==> src/rtl/id_ex_stage.sv <==
// ID/EX pipeline register for the pipelined MIPS core. It detects load-use
// hazards, inserts one-cycle bubbles on stall, flush or illegal opcode, and counts stalls.
module id_ex_stage #(
    parameter int CNT_W = 16
) (
    input  logic              clk_i,
    input  logic              rst_i,
    input  logic              flush_i,
    input  logic [31:0]       instr_i,
    input  logic              RegWrite_i,
    input  logic              ALUSrc_i,
    input  logic              RegDst_i,
    input  logic              Branch_i,
    input  logic              MemWrite_i,
    input  logic              MemRead_i,
    input  logic              MemtoReg_i,
    input  logic [7:0]        ALU_op_i,
    input  logic [31:0]       rs_data_i,
    input  logic [31:0]       rt_data_i,
    input  logic [31:0]       imm_i,
    input  logic [31:0]       pc4_i,
    output logic              RegWrite_o,
    output logic              ALUSrc_o,
    output logic              RegDst_o,
    output logic              Branch_o,
    output logic              MemWrite_o,
    output logic              MemRead_o,
    output logic              MemtoReg_o,
    output logic [7:0]        ALU_op_o,
    output logic [31:0]       rs_data_o,
    output logic [31:0]       rt_data_o,
    output logic [31:0]       imm_o,
    output logic [31:0]       pc4_o,
    output logic [4:0]        rs_o,
    output logic [4:0]        rt_o,
    output logic [4:0]        rd_o,
    output logic              valid_o,
    output logic              stall_o,
    output logic              illegal_o,
    output logic [CNT_W-1:0]  stall_cnt_o
);
    localparam logic [5:0] OP_R    = 6'h00;
    localparam logic [5:0] OP_ADDI = 6'h08;
    localparam logic [5:0] OP_LW   = 6'h23;
    localparam logic [5:0] OP_SW   = 6'h2B;
    localparam logic [5:0] OP_SLTI = 6'h0A;
    localparam logic [5:0] OP_BEQ  = 6'h04;
    localparam logic [CNT_W-1:0] CNT_ONE = {{(CNT_W-1){1'b0}}, 1'b1};

    logic [5:0] op;
    logic [4:0] rs, rt, rd;
    logic       op_legal, rt_is_src;

    assign op = instr_i[31:26];
    assign rs = instr_i[25:21];
    assign rt = instr_i[20:16];
    assign rd = instr_i[15:11];

    always_comb begin
        op_legal  = 1'b0;
        rt_is_src = 1'b0;
        case (op)
            OP_R, OP_SW, OP_BEQ: begin
                op_legal  = 1'b1;
                rt_is_src = 1'b1;
            end
            OP_ADDI, OP_LW, OP_SLTI: op_legal = 1'b1;
            default: ;
        endcase
    end

    // Control word packed as {RegWrite, ALUSrc, RegDst, Branch, MemWrite, MemRead, MemtoReg}
    logic [6:0]       ctrl_q, ctrl_d;
    logic [7:0]       alu_op_q, alu_op_d;
    logic [31:0]      rs_data_q, rs_data_d, rt_data_q, rt_data_d;
    logic [31:0]      imm_q, imm_d, pc4_q, pc4_d;
    logic [4:0]       rs_q, rs_d, rt_q, rt_d, rd_q, rd_d;
    logic             valid_q, valid_d, illegal_q, illegal_d;
    logic [CNT_W-1:0] stall_cnt_q, stall_cnt_d;

    // $0 is never a real producer; flush overrides the hazard.
    assign stall_o = ~flush_i & ctrl_q[1] & valid_q & (rt_q != 5'd0)
                   & ((rt_q == rs) | ((rt_q == rt) & rt_is_src));

    always_comb begin
        ctrl_d      = '0;
        alu_op_d    = '0;
        rs_data_d   = '0;
        rt_data_d   = '0;
        imm_d       = '0;
        pc4_d       = '0;
        rs_d        = '0;
        rt_d        = '0;
        rd_d        = '0;
        valid_d     = 1'b0;
        illegal_d   = 1'b0;
        stall_cnt_d = stall_cnt_q;
        if (flush_i) begin
        end else if (stall_o) begin
            if (stall_cnt_q != {CNT_W{1'b1}}) stall_cnt_d = stall_cnt_q + CNT_ONE;
        end else if (!op_legal) begin
            illegal_d = 1'b1;
        end else begin
            ctrl_d    = {RegWrite_i, ALUSrc_i, RegDst_i, Branch_i,
                         MemWrite_i, MemRead_i, MemtoReg_i};
            alu_op_d  = ALU_op_i;
            rs_data_d = rs_data_i;
            rt_data_d = rt_data_i;
            imm_d     = imm_i;
            pc4_d     = pc4_i;
            rs_d      = rs;
            rt_d      = rt;
            rd_d      = rd;
            valid_d   = 1'b1;
        end
    end

    always_ff @(posedge clk_i) begin
        if (rst_i) begin
            ctrl_q      <= '0;
            alu_op_q    <= '0;
            rs_data_q   <= '0;
            rt_data_q   <= '0;
            imm_q       <= '0;
            pc4_q       <= '0;
            rs_q        <= '0;
            rt_q        <= '0;
            rd_q        <= '0;
            valid_q     <= 1'b0;
            illegal_q   <= 1'b0;
            stall_cnt_q <= '0;
        end else begin
            ctrl_q      <= ctrl_d;
            alu_op_q    <= alu_op_d;
            rs_data_q   <= rs_data_d;
            rt_data_q   <= rt_data_d;
            imm_q       <= imm_d;
            pc4_q       <= pc4_d;
            rs_q        <= rs_d;
            rt_q        <= rt_d;
            rd_q        <= rd_d;
            valid_q     <= valid_d;
            illegal_q   <= illegal_d;
            stall_cnt_q <= stall_cnt_d;
        end
    end

    assign {RegWrite_o, ALUSrc_o, RegDst_o, Branch_o,
            MemWrite_o, MemRead_o, MemtoReg_o} = ctrl_q;
    assign ALU_op_o    = alu_op_q;
    assign rs_data_o   = rs_data_q;
    assign rt_data_o   = rt_data_q;
    assign imm_o       = imm_q;
    assign pc4_o       = pc4_q;
    assign rs_o        = rs_q;
    assign rt_o        = rt_q;
    assign rd_o        = rd_q;
    assign valid_o     = valid_q;
    assign illegal_o   = illegal_q;
    assign stall_cnt_o = stall_cnt_q;
endmodule

==> config.mk <==
export PLATFORM = sky130hd
export DESIGN_NAME = id_ex_stage
export DESIGN_NICKNAME = d
export VERILOG_FILES = /design/src/rtl/id_ex_stage.sv
export SDC_FILE = /design/constraint.sdc
export NUM_CORES = 1
export LEC_CHECK = 0
export ABC_CLOCK_PERIOD_IN_PS = 2600
export CORE_AREA = 2 2 137 139
export CTS_CLUSTER_DIAMETER = 50
export DETAILED_ROUTE_END_ITERATION = 6
export DIE_AREA = 0 0 139 141
export DONT_BUFFER_PORTS = 1
export SETUP_SLACK_MARGIN = 0.05
export SLEW_MARGIN = 20
export SYNTH_ARGS = -nofsm -noshare
export SYNTH_HDL_FRONTEND = slang
export SYNTH_SLANG_ARGS = --single-unit
==> constraint.sdc <==
create_clock -name clk_i -period 2.6 [get_ports clk_i]
set_input_delay 0.52 -clock clk_i [delete_from_list [all_inputs] [get_ports clk_i]]
set_output_delay 0.52 -clock clk_i [all_outputs]
set_load 0.01 [all_outputs]
## Yosys cells after proc, flatten, opt, wreduce, memory -nomap -nowiden

Index checks and enable logic that the tools add are counted.

| word-level totals | value |
|---|---|
| register bits | 176 |
| input port bits | 178 |
| output and inout port bits | 177 |
| word-level logic and storage cells | 40 |

| cells by class | value |
|---|---|
| add/sub/neg operators | 1 |
| equal/unequal tests | 8 |
| mux-type cells | 4 |
| bitwise operators | 8 |
| reduce and logical (&&, ||, !) cells | 7 |

Operator list:

| operator | count |
|---|---|
| $add 16x1->16 const B | 1 |
| $ne 16x16->1 const B | 1 |
| $eq 6x4->1 const B | 2 |
| $eq 6x6->1 const B | 2 |
| $eq 5x5->1 | 2 |
| $eq 6x3->1 const B | 1 |
| $logic_not 6->1 | 1 |
| $reduce_or 3->1 | 2 |
| $reduce_or 6->1 | 1 |
| $and 1x1->1 | 5 |
| $reduce_bool 5->1 | 1 |
| $mux 1 | 4 |
| $reduce_or 4->1 | 1 |
| $reduce_and 3->1 | 1 |
| $not 1->1 | 2 |
| $or 1x1->1 | 1 |

## Depth between registers and ports, before layout

Gate-level depths: netlist of the first run.

| depth | value |
|---|---|
| depth in word-level cells | 7 |
| depth in mapped cells | 9 |
| depth with buffers taken out | 7 |

## Least setup slack after synthesis of the first run

Ideal clock, no wire load.

| timing path | value |
|---|---|
| path kind | input to register |
| start | in instr_i[25] |
| end | reg stall_cnt_q[13], in the netlist stall_cnt_o[13] |
| setup time | 0.071 ns |
| arrival | 2.314 ns |
| required time | 2.529 ns |
| path slack | 0.215 ns |
| cell stages on the path | 7 |
| buffers on the path | 1 |
| cell sequence | xor2_1 > or3_1 > nor4_4 > o21ai_1 > buf_2 > or4_1 > a21oi_1 |

| between the ends | value |
|---|---|
| cells in the longest elaborated chain, start to end | 4 |

Ends and longest elaborated chain:

| element | line | source |
|---|---|---|
| start: declaration | 9 | `input logic [31:0] instr_i,` |
| $eq 5x5->1 | 83 | `& ((rt_q == rs) \| ((rt_q == rt) & rt_is_src));` |
| $or 1x1->1 | 83 |  |
| $and 1x1->1 | 83 |  |
| $reduce_and 3->1 (no source line) | - |  |
| end signal: assignment | 144 | `stall_cnt_q <= stall_cnt_d;` |
| end: declaration | 79 | `logic [CNT_W-1:0] stall_cnt_q, stall_cnt_d;` |

Every way passes these cells.
A chain may end at the register's enable or synchronous reset.

## Worst setup path after layout of the first run

| timing path | value |
|---|---|
| start | reg rt_q[1], in the netlist rt_o[1] |
| end | reg pc4_q[18], in the netlist pc4_o[18] |

| between the ends | value |
|---|---|
| cells in the longest elaborated chain, start to end | 5 |
| elaborated cells between the ends (all ways) | 8 |
| classes of those cells | eq/ne: 2; bitwise: 4; reduce/logical: 2 |

Ends and longest elaborated chain:

| element | line | source |
|---|---|---|
| start: declaration | 77 | `logic [4:0] rs_q, rs_d, rt_q, rt_d, rd_q, rd_d;` |
| start signal: assignment | 140 | `rt_q <= rt_d;` |
| $eq 5x5->1 | 83 |  |
| $and 1x1->1 | 83 |  |
| $or 1x1->1 | 83 |  |
| $and 1x1->1 * | 83 |  |
| $reduce_or 4->1 (no source line) * | - |  |
| end signal: assignment | 138 | `pc4_q <= pc4_d;` |
| end: declaration | 76 | `logic [31:0] imm_q, imm_d, pc4_q, pc4_d;` |

Every way passes the cells marked *; elsewhere a longest branch is shown, timed or not.

==> results of run 1 <==
[stage by stage]
step	utilization, %	instances	power, mW
5_1_grt	34.0	715	5.45
3_5_place_dp	30.7	681	2.86
6_report	34.0	716	5.24
2_1_floorplan	-	458	2.85
4_1_cts	33.9	713	5.32
3_3_place_gp	30.7	681	2.85
[registers in the layout, indices dropped and copies added, names as in the netlist]
| name | flops |
|---|---|
| rs_data_o | 32 |
| rs_o | 5 |
| rt_data_o | 32 |
| rd_o | 5 |
| imm_o | 32 |
| ctrl_q | 7 |
| stall_cnt_o | 16 |
| pc4_o | 32 |
| ALU_op_o | 8 |
| valid_o | 1 |
| illegal_o | 1 |
| rt_o | 5 |
[layout make-up]
class	count	area (sq um)
multi-input combinational	258	1680
inverter	2	7.51
timing repair buffer	11	108
clock inverter	14	149
fill	1790	12100
antenna	3	7.51
clock buffer	18	439
sequential	176	3520
tap	234	293
[logic make-up (layout without fill, tap and decap cells)]
group                    Yosys count  after routing
adder cells (fa/ha/maj)            1              1
multiplexers                       1              1
buffers and inverters             24             45
XOR/XNOR                          14             14
AND/OR/NAND/NOR                  211            211
AO/OA/AOI/OAI                     31             31
flip-flops                       176            176
other                              0              3
[Yosys cell counts (2+ instances only)]
master    count  share of area [%]
or4_1        10                1.4
xor2_1       10                1.6
or3_1         3               0.35
dfxtp_1     176                 66
clkbuf_1      6               0.42
nor4_1        3               0.35
a21oi_1      12                1.1
xnor2_1       4               0.66
inv_1         2               0.14
nor4_4        2               0.80
nand2_1       6               0.42
and3_1        3               0.35
nand3_1       4               0.38
o21ai_0       2               0.19
nor3_1        2               0.19
o211ai_1      3               0.42
buf_2        14                1.3
and2_1      158                 19
nor2_1       10               0.71
o31ai_1       9                1.3
nand4_1       4               0.47
[critical path: stages (launching register included)]
cell	delay, ns
dfxtp_1	0.34
or4_1	0.54
o2111ai_2	0.27
nor4b_2	0.12
a21o_1	0.21
nor4_4	0.28
buf_12	0.29
and2_1	0.25
[where the power goes]
group | internal [mW] | switching [mW] | total [mW] | leakage (nW)
clock network | 1.30 | 1.14 | 2.44 | 0.283
registers | 2.72 | 0.0238 | 2.74 | 1.42
logic | 0.0251 | 0.0241 | 0.0491 | 0.726
total | 4.05 | 1.19 | 5.24 | 2.43
[worst min-delay path by stage]
| stage | startpoint | endpoint |
|---|---|---|
| 2_1_floorplan | stall_cnt_o[15] | stall_cnt_o[15] |
| 3_3_place_gp | stall_cnt_o[9] | stall_cnt_o[9] |
| 3_5_place_dp | stall_cnt_o[4] | stall_cnt_o[4] |
| 4_1_cts | rst_i | stall_cnt_o[9] |
| 5_1_grt | rst_i | stall_cnt_o[11] |
| 6_report | rst_i | stall_cnt_o[9] |
[timing repair]
action	4_1_cts	5_1_grt
resized for setup	0	1
setup endpoints to repair	0	2
buffers inserted	0	0
[layer usage]
metal / track usage, % / share of wire (%)
met5: 0 / 0.33
met2: 19.6 / 50
met1: 13.4 / 37
met3: 7.85 / 12
met4: 4.25 / 1.4
==> flow_summary.json, run 1 <==
{
  "synth_top_family_by_area": "simple AND/OR/NAND/NOR gates",
  "setup_ws_ns": 0.164,
  "ant_nets": 0,
  "placementRows": 50,
  "viasPerCell": 4.50,
  "grt_pass1_wl_microns": 18200,
  "placement.io_buffers": 0,
  "clk_pin_slew_worst_paths_ns": 0.07,
  "start_util_pct": 29.1,
  "synth_ff_type": "dfxtp_1",
  "hold_buffers": 0,
  "htree_levels": 4,
  "grt_antenna_before_repair": 7,
  "grt_usage_pct": 12.3,
  "r2r_end": "pc4_o[18]",
  "final_layout_size_suffix_gt1_share_pct": 10.2,
  "ir_drop_uv": 449,
  "cts_sinks": 176,
  "tightest_slew_ns": 0.412,
  "cts_max_path_buffers": 2,
  "coreArea_sq_um": 18300,
  "fmax_mhz": 411,
  "min_period_ns": 2.44,
  "grt_start_max_net_pins": 87,
  "design_area_sq_um": 6210,
  "hold_violations": 0,
  "layout_commonest_cell": "dfxtp_1",
  "setup_tns_ns": 0,
  "synth_nets": 637,
  "synth_area_sq_um": 5310,
  "leakage_nw": 2.43,
  "dpl.hpwl_microns": 9800,
  "die_h_microns": 141,
  "syn_inst": 458,
  "endpoint_kind": "register",
  "cts_tree": "built",
  "drtIter0Drc": 68,
  "cp.required_ns": 2.94,
  "area_growth_pct": 16.9,
  "rr_startpoint": "rt_o[1]",
  "root_buffer": "clkbuf_16",
  "ios": 355,
  "synth-seq-cells": 176,
  "die-area_sq_um": 19600,
  "numCtsBuffers": 17,
  "yosysWarnings": 0,
  "overflow": 0,
  "r2r_slack_ns": 0.16,
  "status": "finished, final reports clean",
  "maxCapViolations": 0,
  "grt_pass1_vias": 3139,
  "drc_errors": 0,
  "critPathLaunchType": "register",
  "num_vias": 3220,
  "r2r_cells": 7,
  "pre_cts_slack_ns": 0.137,
  "drv_slew": 0,
  "worstSetupEndpoint": "pc4_o[18]",
  "wl_per_cell_microns": 17.6,
  "place.gp.congestion": 0.778,
  "setup_viol": 0,
  "wl_microns": 12600,
  "synth_xor_area_share_pct": 2.31,
  "holdWs_ns": 0.166,
  "synth_mux_area_share_pct": 0.188,
  "synth_area_per_cell_sq_um": 11.6,
  "clock_latency_ns": 0.42,
  "hp-class": "primary input to register",
  "yosysSeqAreaShare_pct": 66.3,
  "mostFrequentLayoutCells": "175 x dfxtp_1, 158 x and2_1, 17 x clkbuf_16",
  "synth_compound_area_share_pct": 3.84,
  "cp.arrival_ns": 2.77,
  "synthSimpleGateAreaFrac_pct": 25.1,
  "synth_fa_ha_area_share_pct": 0.235,
  "place_area_sq_um": 5610,
  "powerDensity_nw_per_um2": 843,
  "max_slew_margin_pct": 71.8,
  "nNetsFinal": 645,
  "rsz0062_at_grt": "true",
  "synthArstFlopShare_pct": 0,
  "synth_edf_count": 0,
  "critPathMaxFanout": 86,
  "setup.worst_path.start": "rt_o[1]",
  "synth_cell_types": 36,
  "whs_path_depth": 1,
  "firstDrtPassIters": 4,
  "finClkSkew_ns": 0.0119,
  "die_x_microns": 139,
  "path_class": "register to register",
  "period_share_pct": 93.7
}
Power figures use the tool's default switching activity.
==> run 2, diff against run 1 <==
--- a/config.mk
+++ b/config.mk
@@ -12,7 +12,7 @@
 export DIE_AREA = 0 0 139 141
 export DONT_BUFFER_PORTS = 1
 export SETUP_SLACK_MARGIN = 0.05
-export SLEW_MARGIN = 20
+export SLEW_MARGIN = 10
 export SYNTH_ARGS = -nofsm -noshare
 export SYNTH_HDL_FRONTEND = slang
 export SYNTH_SLANG_ARGS = --single-unit
==> results of run 2 <==
The final DEF is identical to that of run 1; final timing and power are the same.
==> run 3, diff against run 2 <==
--- a/config.mk
+++ b/config.mk
@@ -12,6 +12,7 @@
 export DIE_AREA = 0 0 139 141
 export DONT_BUFFER_PORTS = 1
 export SETUP_SLACK_MARGIN = 0.05
+export SKIP_CTS_REPAIR_TIMING = 1
 export SLEW_MARGIN = 10
 export SYNTH_ARGS = -nofsm -noshare
 export SYNTH_HDL_FRONTEND = slang
==> results of run 3 <==
The final DEF is identical to that of run 1; final timing and power are the same.
